**src/rtl/mux4_rr_arbiter_if.sv**
```systemverilog
// Handshake/data bundle between four requesters, the round-robin arbiter and the
// downstream consumer. The arbiter connects through the master modport; the
// requester/consumer side connects through the slave modport.
interface mux4_rr_arbiter_if #(
  parameter int unsigned DATA_W = 4
);
  logic [3:0]        req;
  logic [DATA_W-1:0] data_a;
  logic [DATA_W-1:0] data_b;
  logic [DATA_W-1:0] data_c;
  logic [DATA_W-1:0] data_d;
  logic              out_ready;
  logic              out_valid;
  logic [DATA_W-1:0] out_data;
  logic [1:0]        sel;
  logic [3:0]        gnt;

  // Arbiter side: sees requests/data/ready, drives the selected output and grant.
  modport master (
    input  req, data_a, data_b, data_c, data_d, out_ready,
    output out_valid, out_data, sel, gnt
  );

  // Requester/consumer side.
  modport slave (
    output req, data_a, data_b, data_c, data_d, out_ready,
    input  out_valid, out_data, sel, gnt
  );
endinterface

```
**src/rtl/mux4_rr_arbiter.sv**
```systemverilog
// Round-robin arbiter/sequencer for a 4:1 mux datapath. Four requesters share one
// output; each grant is held for at most MAX_BURST accepted beats, then the owner
// goes to the back of the rotation. One IDLE cycle separates consecutive grants.
// Optional macro ARB_STATS_EN adds grant_cnt: four saturating 8-bit per-requester
// grant counters.
module mux4_rr_arbiter #(
  parameter int unsigned DATA_W    = 4,
  parameter int unsigned MAX_BURST = 4
) (
  input  logic                  clk,
  input  logic                  reset,
  mux4_rr_arbiter_if.master     bus
`ifdef ARB_STATS_EN
  ,
  output logic [31:0]           grant_cnt
`endif
);

  localparam int unsigned CW = $clog2(MAX_BURST + 1);
  localparam logic [CW-1:0] LAST_BEAT = CW'(MAX_BURST - 1);

  typedef enum logic {IDLE = 1'b0, BUSY = 1'b1} state_t;

  state_t        state_q, state_d;
  logic [3:0]    gnt_q, gnt_d;
  logic [1:0]    sel_q, sel_d;
  logic [1:0]    last_q, last_d;
  logic [CW-1:0] beat_q, beat_d;

  logic [1:0]    win_c;
  logic          any_req_c;
  logic          valid_c;
  logic          beat_c;

  // Winner: first set request scanning last+1, last+2, ... (mod 4).
  always_comb begin
    win_c     = last_q;
    any_req_c = |bus.req;
    for (int i = 4; i >= 1; i--) begin
      if (bus.req[2'(last_q + 2'(i))]) win_c = 2'(last_q + 2'(i));
    end
  end

  // Output handshake: owner's request qualifies valid; data is a plain mux by sel.
  always_comb begin
    valid_c = (state_q == BUSY) && bus.req[sel_q];
    beat_c  = valid_c && bus.out_ready;
    unique case (sel_q)
      2'd0:    bus.out_data = bus.data_a;
      2'd1:    bus.out_data = bus.data_b;
      2'd2:    bus.out_data = bus.data_c;
      default: bus.out_data = bus.data_d;
    endcase
  end

  assign bus.out_valid = valid_c;
  assign bus.gnt       = gnt_q;
  assign bus.sel       = sel_q;

  // Next-state: grant from IDLE, count beats and release from BUSY.
  always_comb begin
    state_d = state_q;
    gnt_d   = gnt_q;
    sel_d   = sel_q;
    last_d  = last_q;
    beat_d  = beat_q;
    unique case (state_q)
      IDLE: begin
        gnt_d = 4'b0000;
        if (any_req_c) begin
          gnt_d   = 4'(1) << win_c;
          sel_d   = win_c;
          beat_d  = '0;
          state_d = BUSY;
        end
      end
      BUSY: begin
        if (!bus.req[sel_q]) begin
          // Owner withdrew (possibly abandoning an unaccepted beat).
          gnt_d   = 4'b0000;
          last_d  = sel_q;
          state_d = IDLE;
        end else if (beat_c) begin
          if (beat_q == LAST_BEAT) begin
            gnt_d   = 4'b0000;
            last_d  = sel_q;
            state_d = IDLE;
          end else begin
            beat_d = CW'(beat_q + 1'b1);
          end
        end
      end
      default: begin
        state_d = IDLE;
        gnt_d   = 4'b0000;
      end
    endcase
  end

  // State register; reset puts A at top priority (last = D).
  always_ff @(posedge clk) begin
    if (reset) begin
      state_q <= IDLE;
      gnt_q   <= 4'b0000;
      sel_q   <= 2'd0;
      last_q  <= 2'd3;
      beat_q  <= '0;
    end else begin
      state_q <= state_d;
      gnt_q   <= gnt_d;
      sel_q   <= sel_d;
      last_q  <= last_d;
      beat_q  <= beat_d;
    end
  end

`ifdef ARB_STATS_EN
  logic [7:0] cnt_q [4];

  // Per-requester grant counters, bumped on each IDLE->BUSY grant, saturating.
  always_ff @(posedge clk) begin
    if (reset) begin
      for (int i = 0; i < 4; i++) cnt_q[i] <= 8'd0;
    end else if ((state_q == IDLE) && any_req_c && (cnt_q[win_c] != 8'hFF)) begin
      cnt_q[win_c] <= 8'(cnt_q[win_c] + 8'd1);
    end
  end

  assign grant_cnt = {cnt_q[3], cnt_q[2], cnt_q[1], cnt_q[0]};
`endif

endmodule

```
**src/flat_wrapper.sv**
```systemverilog
// flat-port wrapper written by rule: the top's interface ports become plain ports
module mux4_rr_arbiter_flat 
#(
  parameter int unsigned DATA_W    = 4,
  parameter int unsigned MAX_BURST = 4
)
  (clk, reset, bus_req, bus_data_a, bus_data_b, bus_data_c, bus_data_d, bus_out_ready, bus_out_valid, bus_out_data, bus_sel, bus_gnt);
  mux4_rr_arbiter_if #(.DATA_W(DATA_W)) bus_i ();
  input  logic clk;
  input  logic reset;
  input wire logic [$bits(bus_i.req)-1:0] bus_req;
  input wire logic [$bits(bus_i.data_a)-1:0] bus_data_a;
  input wire logic [$bits(bus_i.data_b)-1:0] bus_data_b;
  input wire logic [$bits(bus_i.data_c)-1:0] bus_data_c;
  input wire logic [$bits(bus_i.data_d)-1:0] bus_data_d;
  input wire logic [$bits(bus_i.out_ready)-1:0] bus_out_ready;
  output wire logic [$bits(bus_i.out_valid)-1:0] bus_out_valid;
  output wire logic [$bits(bus_i.out_data)-1:0] bus_out_data;
  output wire logic [$bits(bus_i.sel)-1:0] bus_sel;
  output wire logic [$bits(bus_i.gnt)-1:0] bus_gnt;
  assign bus_i.req = bus_req;
  assign bus_i.data_a = bus_data_a;
  assign bus_i.data_b = bus_data_b;
  assign bus_i.data_c = bus_data_c;
  assign bus_i.data_d = bus_data_d;
  assign bus_i.out_ready = bus_out_ready;
  assign bus_out_valid = bus_i.out_valid;
  assign bus_out_data = bus_i.out_data;
  assign bus_sel = bus_i.sel;
  assign bus_gnt = bus_i.gnt;
  mux4_rr_arbiter #(.DATA_W(DATA_W), .MAX_BURST(MAX_BURST)) u_core (.clk(clk), .reset(reset), .bus(bus_i));
endmodule
```
**config.mk**
```make
export PLATFORM = sky130hd
export DESIGN_NAME = mux4_rr_arbiter_flat
export DESIGN_NICKNAME = d
export VERILOG_FILES = /design/src/rtl/mux4_rr_arbiter_if.sv /design/src/rtl/mux4_rr_arbiter.sv /design/src/flat_wrapper.sv
export SDC_FILE = /design/constraint.sdc
export NUM_CORES = 1
export LEC_CHECK = 0
export ABC_AREA = 1
export BUFFER_PORTS_ARGS = -buffer_cell sky130_fd_sc_hd__buf_4
export CAP_MARGIN = 40
export CELL_PAD_IN_SITES_DETAIL_PLACEMENT = 1
export CELL_PAD_IN_SITES_GLOBAL_PLACEMENT = 2
export CORE_ASPECT_RATIO = 0.75
export CORE_MARGIN = 4
export CORE_UTILIZATION = 21
export CTS_CLUSTER_DIAMETER = 120
export DETAILED_ROUTE_END_ITERATION = 10
export GPL_ROUTABILITY_DRIVEN = 0
export PLACE_DENSITY_LB_ADDON = 0.1
export SYNTH_ARGS = -nofsm -noshare
export SYNTH_HDL_FRONTEND = slang
export SYNTH_SLANG_ARGS = --single-unit
```
**constraint.sdc**
```tcl
create_clock -name clk -period 1.4 [get_ports clk]
set_input_delay 0 -clock clk [delete_from_list [all_inputs] [get_ports clk]]
set_output_delay 0 -clock clk [all_outputs]
set_load 0.01 [all_outputs]
```
==> results of run 1 <==
-- cells by family (layout without fill, tap and decap cells) --
family	count (synthesis)	after routing	share of synthesized area, %
buffers and inverters	18	70	9.09
DFF	12	12	28.6
adders and majority gates	2	2	2.98
AOI/OAI and AO/OA	17	17	13.9
and+or+nand+nor	87	87	45.5
-- path summary, 6_finish.rpt --
check                                 start                              to  slack (ps)  depth (start not counted)
max reg2reg   u_core.last_q[0]$_SDFFE_PP1P_  u_core.bus.gnt[2]$_SDFFE_PP0P_          -8                          9
max           u_core.last_q[0]$_SDFFE_PP1P_  u_core.bus.gnt[2]$_SDFFE_PP0P_          -8                          9
min reg2reg  u_core.bus.gnt[3]$_SDFFE_PP0P_  u_core.bus.gnt[3]$_SDFFE_PP0P_         480                          2
min                           bus_out_ready   u_core.beat_q[1]$_SDFFE_PP0P_         170                          5
-- cells in the final DEF (no fill, tap or decap) --
master and n:
sky130_fd_sc_hd__nand2_4 2, sky130_fd_sc_hd__nor2_2 4, sky130_fd_sc_hd__nor2_1 3, sky130_fd_sc_hd__nor2_8 1, sky130_fd_sc_hd__o211ai_1 2, sky130_fd_sc_hd__a21oi_1 6, sky130_fd_sc_hd__inv_2 4, sky130_fd_sc_hd__ha_1 2
sky130_fd_sc_hd__a211oi_2 1, sky130_fd_sc_hd__nor2_4 1, sky130_fd_sc_hd__nand3_2 3, sky130_fd_sc_hd__clkbuf_8 4, sky130_fd_sc_hd__o2111ai_4 1, sky130_fd_sc_hd__dlygate4sd3_1 1, sky130_fd_sc_hd__nand3_1 10, sky130_fd_sc_hd__inv_4 2
sky130_fd_sc_hd__o21ai_4 1, sky130_fd_sc_hd__dfxtp_4 2, sky130_fd_sc_hd__buf_6 1, sky130_fd_sc_hd__nand4_1 5, sky130_fd_sc_hd__nand2_2 7, sky130_fd_sc_hd__o21ai_2 1, sky130_fd_sc_hd__buf_4 48, sky130_fd_sc_hd__dfxtp_1 8
sky130_fd_sc_hd__a21oi_2 3, sky130_fd_sc_hd__dfxtp_2 2, sky130_fd_sc_hd__o21ai_0 1, sky130_fd_sc_hd__inv_1 10, sky130_fd_sc_hd__o21a_1 1, sky130_fd_sc_hd__nand2_1 51
-- state kept, by name (all words and copies together) (netlist names) --
signal          cells
u_core.last_q       2
u_core.bus.sel      2
u_core.bus.gnt      4
u_core.state_q      1
u_core.beat_q       3
-- through the flow --
step / hold WS (ps) / total power [mW]
finish: 169 / 1.79
CTS: 164 / 1.68
detailed placement: 243 / 1.27
global placement: 240 / 1.26
global route: 199 / 1.94
floorplan: 137 / 0.871
-- timing repair --
action,in CTS,in global routing
pin swaps,2,10
hold endpoints to repair,6,0
resized for setup,9,26
endpoints found under the setup margin,10,11
hold buffers,1,0
setup buffers,0,1
-- power groups by stage --
| stage | registers (mW) | clock network [mW] | logic [mW] |
|---|---|---|---|
| 2_1_floorplan | 0.450 | 0 | 0.421 |
| 3_3_place_gp | 0.448 | 0 | 0.808 |
| 3_5_place_dp | 0.453 | 0 | 0.817 |
| 4_1_cts | 0.454 | 0.395 | 0.833 |
| 5_1_grt | 0.463 | 0.422 | 1.06 |
| 6_report | 0.453 | 0.385 | 0.953 |
-- area by class of cell --
class                   instances  area, um^2  share of cell area [%]
multi-input cells             106         609                    42.7
repair buffers                 50         382                    26.8
flip-flops and latches         12         250                    17.5
inverters                      16        65.1                    4.56
well taps                      52        65.1                    4.56
clock buffers                   4        55.1                    3.86
-- worst min-delay path, delay by kind of cell --
kind | cells | cell delay, ps
and+or+nand+nor | 3 | 190
buffers and inverters | 1 | 110
AOI/OAI and AO/OA | 1 | 60
-- routing by layer --
layer	up-vias	routed length [um]
li1	543	-
met1	492	1440
met2	27	1480
met3	4	110
met4	0	19
met5	-	0
==> run summary, run 1 <==
SYNTHESIS
----------------------------------------------------------------------------------------------------
Post-synth top area share .............................................................        28.6%
Top cells by instance count after synthesis ........................................... sky130_fd_sc_hd__nand2_1, sky130_fd_sc_hd__inv_1, sky130_fd_sc_hd__nand3_1
Cell type with the largest total area after synthesis ................................. sky130_fd_sc_hd__dfxtp_1
Post-synthesis cell area ..............................................................     840 um^2
Most used flip-flop cell after synthesis .............................................. sky130_fd_sc_hd__dfxtp_1
Most common cell in the synthesized netlist ........................................... sky130_fd_sc_hd__nand2_1
Flip-flop and latch count after synthesis .............................................           12
Post-synthesis average cell area ......................................................    6.17 um^2
Largest cells by area after synthesis ................................................. sky130_fd_sc_hd__dfxtp_1, sky130_fd_sc_hd__nand2_1, sky130_fd_sc_hd__nand3_1, sky130_fd_sc_hd__inv_1, sky130_fd_sc_hd__a21oi_1
Synth Instances .......................................................................          136
Synth async-reset ratio ...............................................................           0%
Number of enable-type register cells in the synthesized netlist .......................            0
Share of synthesized area occupied by flip-flops and latches ..........................        28.6%
Count of warnings emitted by yosys ....................................................            0
Post-synthesis cell type count ........................................................           21
Syn_nets ..............................................................................          161

FLOORPLAN
----------------------------------------------------------------------------------------------------
IO Count ..............................................................................           34
Starting density of the core ..........................................................        22.4%
Vertical die dimension ................................................................      62.8 um
Number of core rows ...................................................................           19
Total Die Area ........................................................................    5080 um^2
DIE WIDTH .............................................................................      81.0 um
Core region area ......................................................................    3760 um^2

CLOCKING
----------------------------------------------------------------------------------------------------
Clock Latency Late Sink ...............................................................       240 ps
Max clock buf depth ...................................................................            2
Buffer type at the clock tree root .................................................... sky130_fd_sc_hd__clkbuf_8
CTS buffer count ......................................................................            3
Clock-pin slew reported for the worst setup and hold paths after clock tree synthesis .        60 ps
TritonCTS clock tree ..................................................................        built
H-Tree Level Count ....................................................................            1
Clock Sinks ...........................................................................           12

GLOBAL ROUTE
----------------------------------------------------------------------------------------------------
Global route hottest layer ............................................................         met2
Total congestion overflow .............................................................            0
First-pass GRT wire length ............................................................      5100 um
Number of global-route vias before repair .............................................         1105
Number of antenna violations at the first check in global routing .....................            0
Met3 Resource Use GR ..................................................................        3.46%
Met2 Use GR ...........................................................................        20.2%
Met1 demand-to-capacity share in global routing .......................................        17.3%
Total routing usage reported by global routing ........................................        12.8%
Largest net degree at the start of global routing .....................................           10

FINISH
----------------------------------------------------------------------------------------------------
Fraction of layout cells with a size suffix above 1 ...................................        46.8%
Number of inserted filler cells in the final layout ...................................          515
ANT cells .............................................................................            0
Layout Nets ...........................................................................          214
Final design instance area without fill ...............................................    1430 um^2
Post-layout util ......................................................................        38.0%
Relative area change from synthesis to final layout ...................................        69.9%
Number of cells in the finished layout apart from fillers .............................          240

PWR
----------------------------------------------------------------------------------------------------
Total leakage power ...................................................................     0.695 nW
Switching share of power ..............................................................        39.6%
Internal power ........................................................................      1.08 mW
Relative contribution of the clock network to total power .............................        21.5%
Power density over cell area .......................................................... 1260 nW/um^2
Switching component of the power ......................................................     0.709 mW
Portion of total power attributed to combinational logic ..............................        53.2%
Maximum ir drop on the vdd rail .......................................................     0.566 mV
Sequential Power Share ................................................................        25.3%

DRT
----------------------------------------------------------------------------------------------------
Via Count .............................................................................         1066
Post-detailed-route count of antenna-violating nets ...................................            0
Drt via density .......................................................................         4.44
Pre-Repair DR Iteration Count .........................................................            4
Residual DRC count ....................................................................            0
DRC marker count from the first detailed-route iteration ..............................           20
Detailed Route WL .....................................................................      3050 um
Routed length per instance ............................................................      12.7 um

PLACEMENT
----------------------------------------------------------------------------------------------------
HPWL reported at the end of detailed placement ........................................      2530 um
Placed cell areas .....................................................................    1250 um^2
Port Buffer Count .....................................................................           33
Count of placed standard cells including taps .........................................          234
Worst slack, placed ...................................................................      -170 ps

RUN STATUS
----------------------------------------------------------------------------------------------------
Violated checks ....................................................................... negative setup slack
Status ................................................................................ complete, but fails checks

CRITICAL PATH
----------------------------------------------------------------------------------------------------
Worst Path Buf+Inv ....................................................................            3
Crit path max fanout ..................................................................            6
Cell family with most CP delay ........................................................   flip-flops
Critical path data required time ......................................................      1580 ps
Arrival time at the worst endpoint ....................................................      1590 ps
Crit path top cell by count ........................................................... sky130_fd_sc_hd__nand2_1
Startpoint type of the worst setup path ...............................................         flop
Endpoint class of the critical path ...................................................         flop
Worst setup path class ................................................................ flop to flop
Library cell contributing the largest single delay on the critical path ............... sky130_fd_sc_hd__dfxtp_4
List of cells traversed by the critical path .......................................... buf_6, o21ai_4, nand2_1, nand2_1, nand2_2, inv_2, buf_4, nand3_2, a21oi_2
Longest individual stage delay on the worst path ......................................       370 ps

TIMING
----------------------------------------------------------------------------------------------------
Total setup violations reported at the end of the flow ................................            1
Relative slew slack ...................................................................        79.3%
PnR worst setup slack .................................................................     -8.20 ps
Setup tns final .......................................................................     -8.20 ps
Setup repair after global routing missed its margin ...................................         true
Final Hold Viols ......................................................................            0
Final setup skew ......................................................................      1.55 ps
Measured slew at the worst slew-check pin .............................................       310 ps
Post-route fraction of the period consumed by the critical path .......................         101%
Min cycle time layout .................................................................      1410 ps
Max-slew violation count ..............................................................            0
Achievable clock frequency ............................................................      710 MHz

FLOW RUN
----------------------------------------------------------------------------------------------------
Number of violations of the max-capacitance limit .....................................            0

HOLD PATH
----------------------------------------------------------------------------------------------------
Worst hold path type .................................................................. input pin to flop

Note: power is estimated with default switching activity, not from simulation.
==> run 2: changes to the inputs <==
==> constraint.sdc (replaced) <==
create_clock -name clk -period 1.14 [get_ports clk]
set_input_delay 0 -clock clk [delete_from_list [all_inputs] [get_ports clk]]
set_output_delay 0 -clock clk [all_outputs]
set_load 0.05 [all_outputs]
==> run 2 against run 1 <==
- the run still ends with negative setup slack left
- combinational power increased by 79%
- total power increased by 51%
- critical path depth is 3 higher
- register-to-register slack worse by 230 ps
- core utilization increased by 7.6 points
- flip-flop and latch count did not move
- first-iteration DRC count rose by 85%
- worst setup slack got worse by 230 ps
- via count up 2.7%
- worst hold slack improved by 12 ps
- critical path type unchanged
- largest power group unchanged
==> run summary, run 2 (same netlist as run 1, synthesis figures left out) <==
DRT
----------------------------------------------------------------------------------------------------
Residual DRC count ....................................................................            0   unchanged
Drt via density .......................................................................         4.42   -0.59%
Post-detailed-route count of antenna-violating nets ...................................            0   unchanged
Routed length per instance ............................................................      12.7 um   -0.50%
DRC marker count from the first detailed-route iteration ..............................           37   +85%
Via Count .............................................................................         1095   +2.7%
Pre-Repair DR Iteration Count .........................................................            4   unchanged
Detailed Route WL .....................................................................      3140 um   +2.8%

FLOORPLAN
----------------------------------------------------------------------------------------------------
Vertical die dimension ................................................................      62.8 um   unchanged
Core region area ......................................................................    3760 um^2   unchanged
DIE WIDTH .............................................................................      81.0 um   unchanged
Number of core rows ...................................................................           19   unchanged
IO Count ..............................................................................           34   unchanged
Total Die Area ........................................................................    5080 um^2   unchanged
Starting density of the core ..........................................................        22.4%   unchanged

FINISH
----------------------------------------------------------------------------------------------------
Layout Nets ...........................................................................          222   +3.7%
Relative area change from synthesis to final layout ...................................         104%
Final design instance area without fill ...............................................    1710 um^2   +20%
Most frequent cells in the layout ..................................................... sky130_fd_sc_hd__buf_4, sky130_fd_sc_hd__nand2_1, sky130_fd_sc_hd__nand2_2
Number of inserted filler cells in the final layout ...................................          474   -8.0%
Most common cell after layout, fill and taps aside .................................... sky130_fd_sc_hd__buf_4
Post-layout util ......................................................................        45.6%   +7.6 points
Number of cells in the finished layout apart from fillers .............................          248   +3.3%
ANT cells .............................................................................            0   unchanged
Largest register FFs ..................................................................            4   unchanged
Fraction of layout cells with a size suffix above 1 ...................................        61.2%   +14 points

TIMING
----------------------------------------------------------------------------------------------------
Total setup violations reported at the end of the flow ................................           17   +16
Setup repair after global routing missed its margin ...................................         true
Relative slew slack ...................................................................        82.1%   +2.8 points
Post-route fraction of the period consumed by the critical path .......................         121%   +20 points
Final Hold Viols ......................................................................            0   unchanged
PnR worst setup slack .................................................................      -236 ps   -228 ps
Setup tns final .......................................................................     -2850 ps   -2840 ps
Max-slew violation count ..............................................................            0   unchanged
Measured slew at the worst slew-check pin .............................................       268 ps   -42.0 ps
Final hold slack ......................................................................       181 ps   +12.0 ps
Final setup skew ......................................................................      5.20 ps   +3.65 ps
Achievable clock frequency ............................................................      727 MHz   +2.3%
Min cycle time layout .................................................................      1380 ps   -32.1 ps

FLOW RUN
----------------------------------------------------------------------------------------------------
Number of violations of the max-capacitance limit .....................................            0   unchanged

GLOBAL ROUTE
----------------------------------------------------------------------------------------------------
Met3 Resource Use GR ..................................................................        4.61%   +1.2 points
Total routing usage reported by global routing ........................................        12.5%   -0.27 points
Number of antenna violations at the first check in global routing .....................            0   unchanged
Largest net degree at the start of global routing .....................................           10   unchanged
Met1 demand-to-capacity share in global routing .......................................        16.0%   -1.3 points
Number of global-route vias before repair .............................................         1132   +2.4%
Met2 Use GR ...........................................................................        20.9%   +0.72 points
First-pass GRT wire length ............................................................      4950 um   -3.0%
Total congestion overflow .............................................................            0   unchanged
Global route hottest layer ............................................................         met2

CRITICAL PATH
----------------------------------------------------------------------------------------------------
Cell family with most CP delay ........................................................ simple AND/OR/NAND/NOR gates
Startpoint type of the worst setup path ...............................................         flop
Critical path data required time ......................................................      1320 ps   -260 ps
Library cell contributing the largest single delay on the critical path ............... sky130_fd_sc_hd__dfxtp_2
Arrival time at the worst endpoint ....................................................      1550 ps   -40 ps
List of cells traversed by the critical path .......................................... buf_12, inv_8, nand2_1, nand2_1, nand2_1, nand2_1, nand2_2, nand2_2, nand2_4, nand2_4, nand3_1, a21oi_1
Crit path top cell by count ........................................................... sky130_fd_sc_hd__nand2_1
Endpoint class of the critical path ...................................................         flop
Crit path max fanout ..................................................................            9   +3
Longest individual stage delay on the worst path ......................................       330 ps   -40 ps
Worst setup path class ................................................................ flop to flop
Worst Path Buf+Inv ....................................................................            2   -1

CLOCKING
----------------------------------------------------------------------------------------------------
Buffer type at the clock tree root .................................................... sky130_fd_sc_hd__clkbuf_8
H-Tree Level Count ....................................................................            1   unchanged
CTS buffer count ......................................................................            3   unchanged
TritonCTS clock tree ..................................................................        built
Clock Latency Late Sink ...............................................................       240 ps   about the same
Clock Sinks ...........................................................................           12   unchanged
Clock-pin slew reported for the worst setup and hold paths after clock tree synthesis .        60 ps   about the same
Max clock buf depth ...................................................................            2   unchanged

PWR
----------------------------------------------------------------------------------------------------
Power density over cell area .......................................................... 1580 nW/um^2   +26%
Total Power ...........................................................................      2.70 mW   +51%
Total leakage power ...................................................................     0.791 nW   +14%
Maximum ir drop on the vdd rail .......................................................     0.792 mV   +40%

PLACEMENT
----------------------------------------------------------------------------------------------------
Port Buffer Count .....................................................................           33   unchanged
Worst slack, placed ...................................................................      -334 ps   -164 ps
HPWL reported at the end of detailed placement ........................................      2460 um   -2.9%
Placed cell areas .....................................................................    1370 um^2   +9.1%
Count of placed standard cells including taps .........................................          238   +1.7%

RUN STATUS
----------------------------------------------------------------------------------------------------
Violated checks ....................................................................... negative setup slack
Status ................................................................................ complete, but fails checks

HOLD PATH
----------------------------------------------------------------------------------------------------
Worst hold path type .................................................................. input pin to flop

[run 2: where the power goes]
group          total [mW]  switching (mW)  internal (mW)  leakage [nW]
Clock               0.405           0.167          0.238        0.0231
Combinational        1.71            1.00          0.712         0.669
Sequential          0.586          0.0937          0.492        0.0994
Total                2.70            1.26           1.44         0.791
[run 2: path summary, 6_finish.rpt]
check | startpoint | end | slack (ps) | cells after the start
max | u_core.last_q[0]$_SDFFE_PP1P_ | u_core.bus.gnt[0]$_SDFFE_PP0P_ | -240 | 12
min | bus_out_ready | u_core.last_q[0]$_SDFFE_PP1P_ | 180 | 4
max reg2reg | u_core.last_q[0]$_SDFFE_PP1P_ | u_core.bus.gnt[0]$_SDFFE_PP0P_ | -240 | 12
min reg2reg | u_core.bus.gnt[3]$_SDFFE_PP0P_ | u_core.bus.gnt[3]$_SDFFE_PP0P_ | 470 | 2
[run 2: routing by layer]
metal / vias to the layer above / wire (um) / share of wire [%]
li1: 561 / - / -
met1: 505 / 1390 / 44
met2: 29 / 1550 / 49
met3: 0 / 197 / 6.3
met4: 0 / 0 / 0
met5: - / 0 / 0
[run 2: area by class of cell]
class | count | area [um^2] | area share (%)
Timing Repair Buffer | 58 | 517 | 30.2
Clock buffer | 3 | 41.3 | 2.41
Clock inverter | 1 | 3.75 | 0.219
Tap cell | 52 | 65.1 | 3.80
Inverter | 16 | 77.6 | 4.53
Multi-Input combinational cell | 106 | 756 | 44.2
Sequential cell | 12 | 251 | 14.7
[run 2: timing repair]
item	in CTS	in global routing
buffers inserted	5	0
endpoints found under the hold margin	6	0
endpoints found under the setup margin	17	17
hold buffers	1	0
resized for setup	46	20
pin swaps	10	11
[run 2: tightest hold or removal path, delay by kind of cell]
family | cells | cell delay (ps)
AO/OA/AOI/OAI | 2 | 170
AND/OR/NAND/NOR | 1 | 100
buffers and inverters | 1 | 100
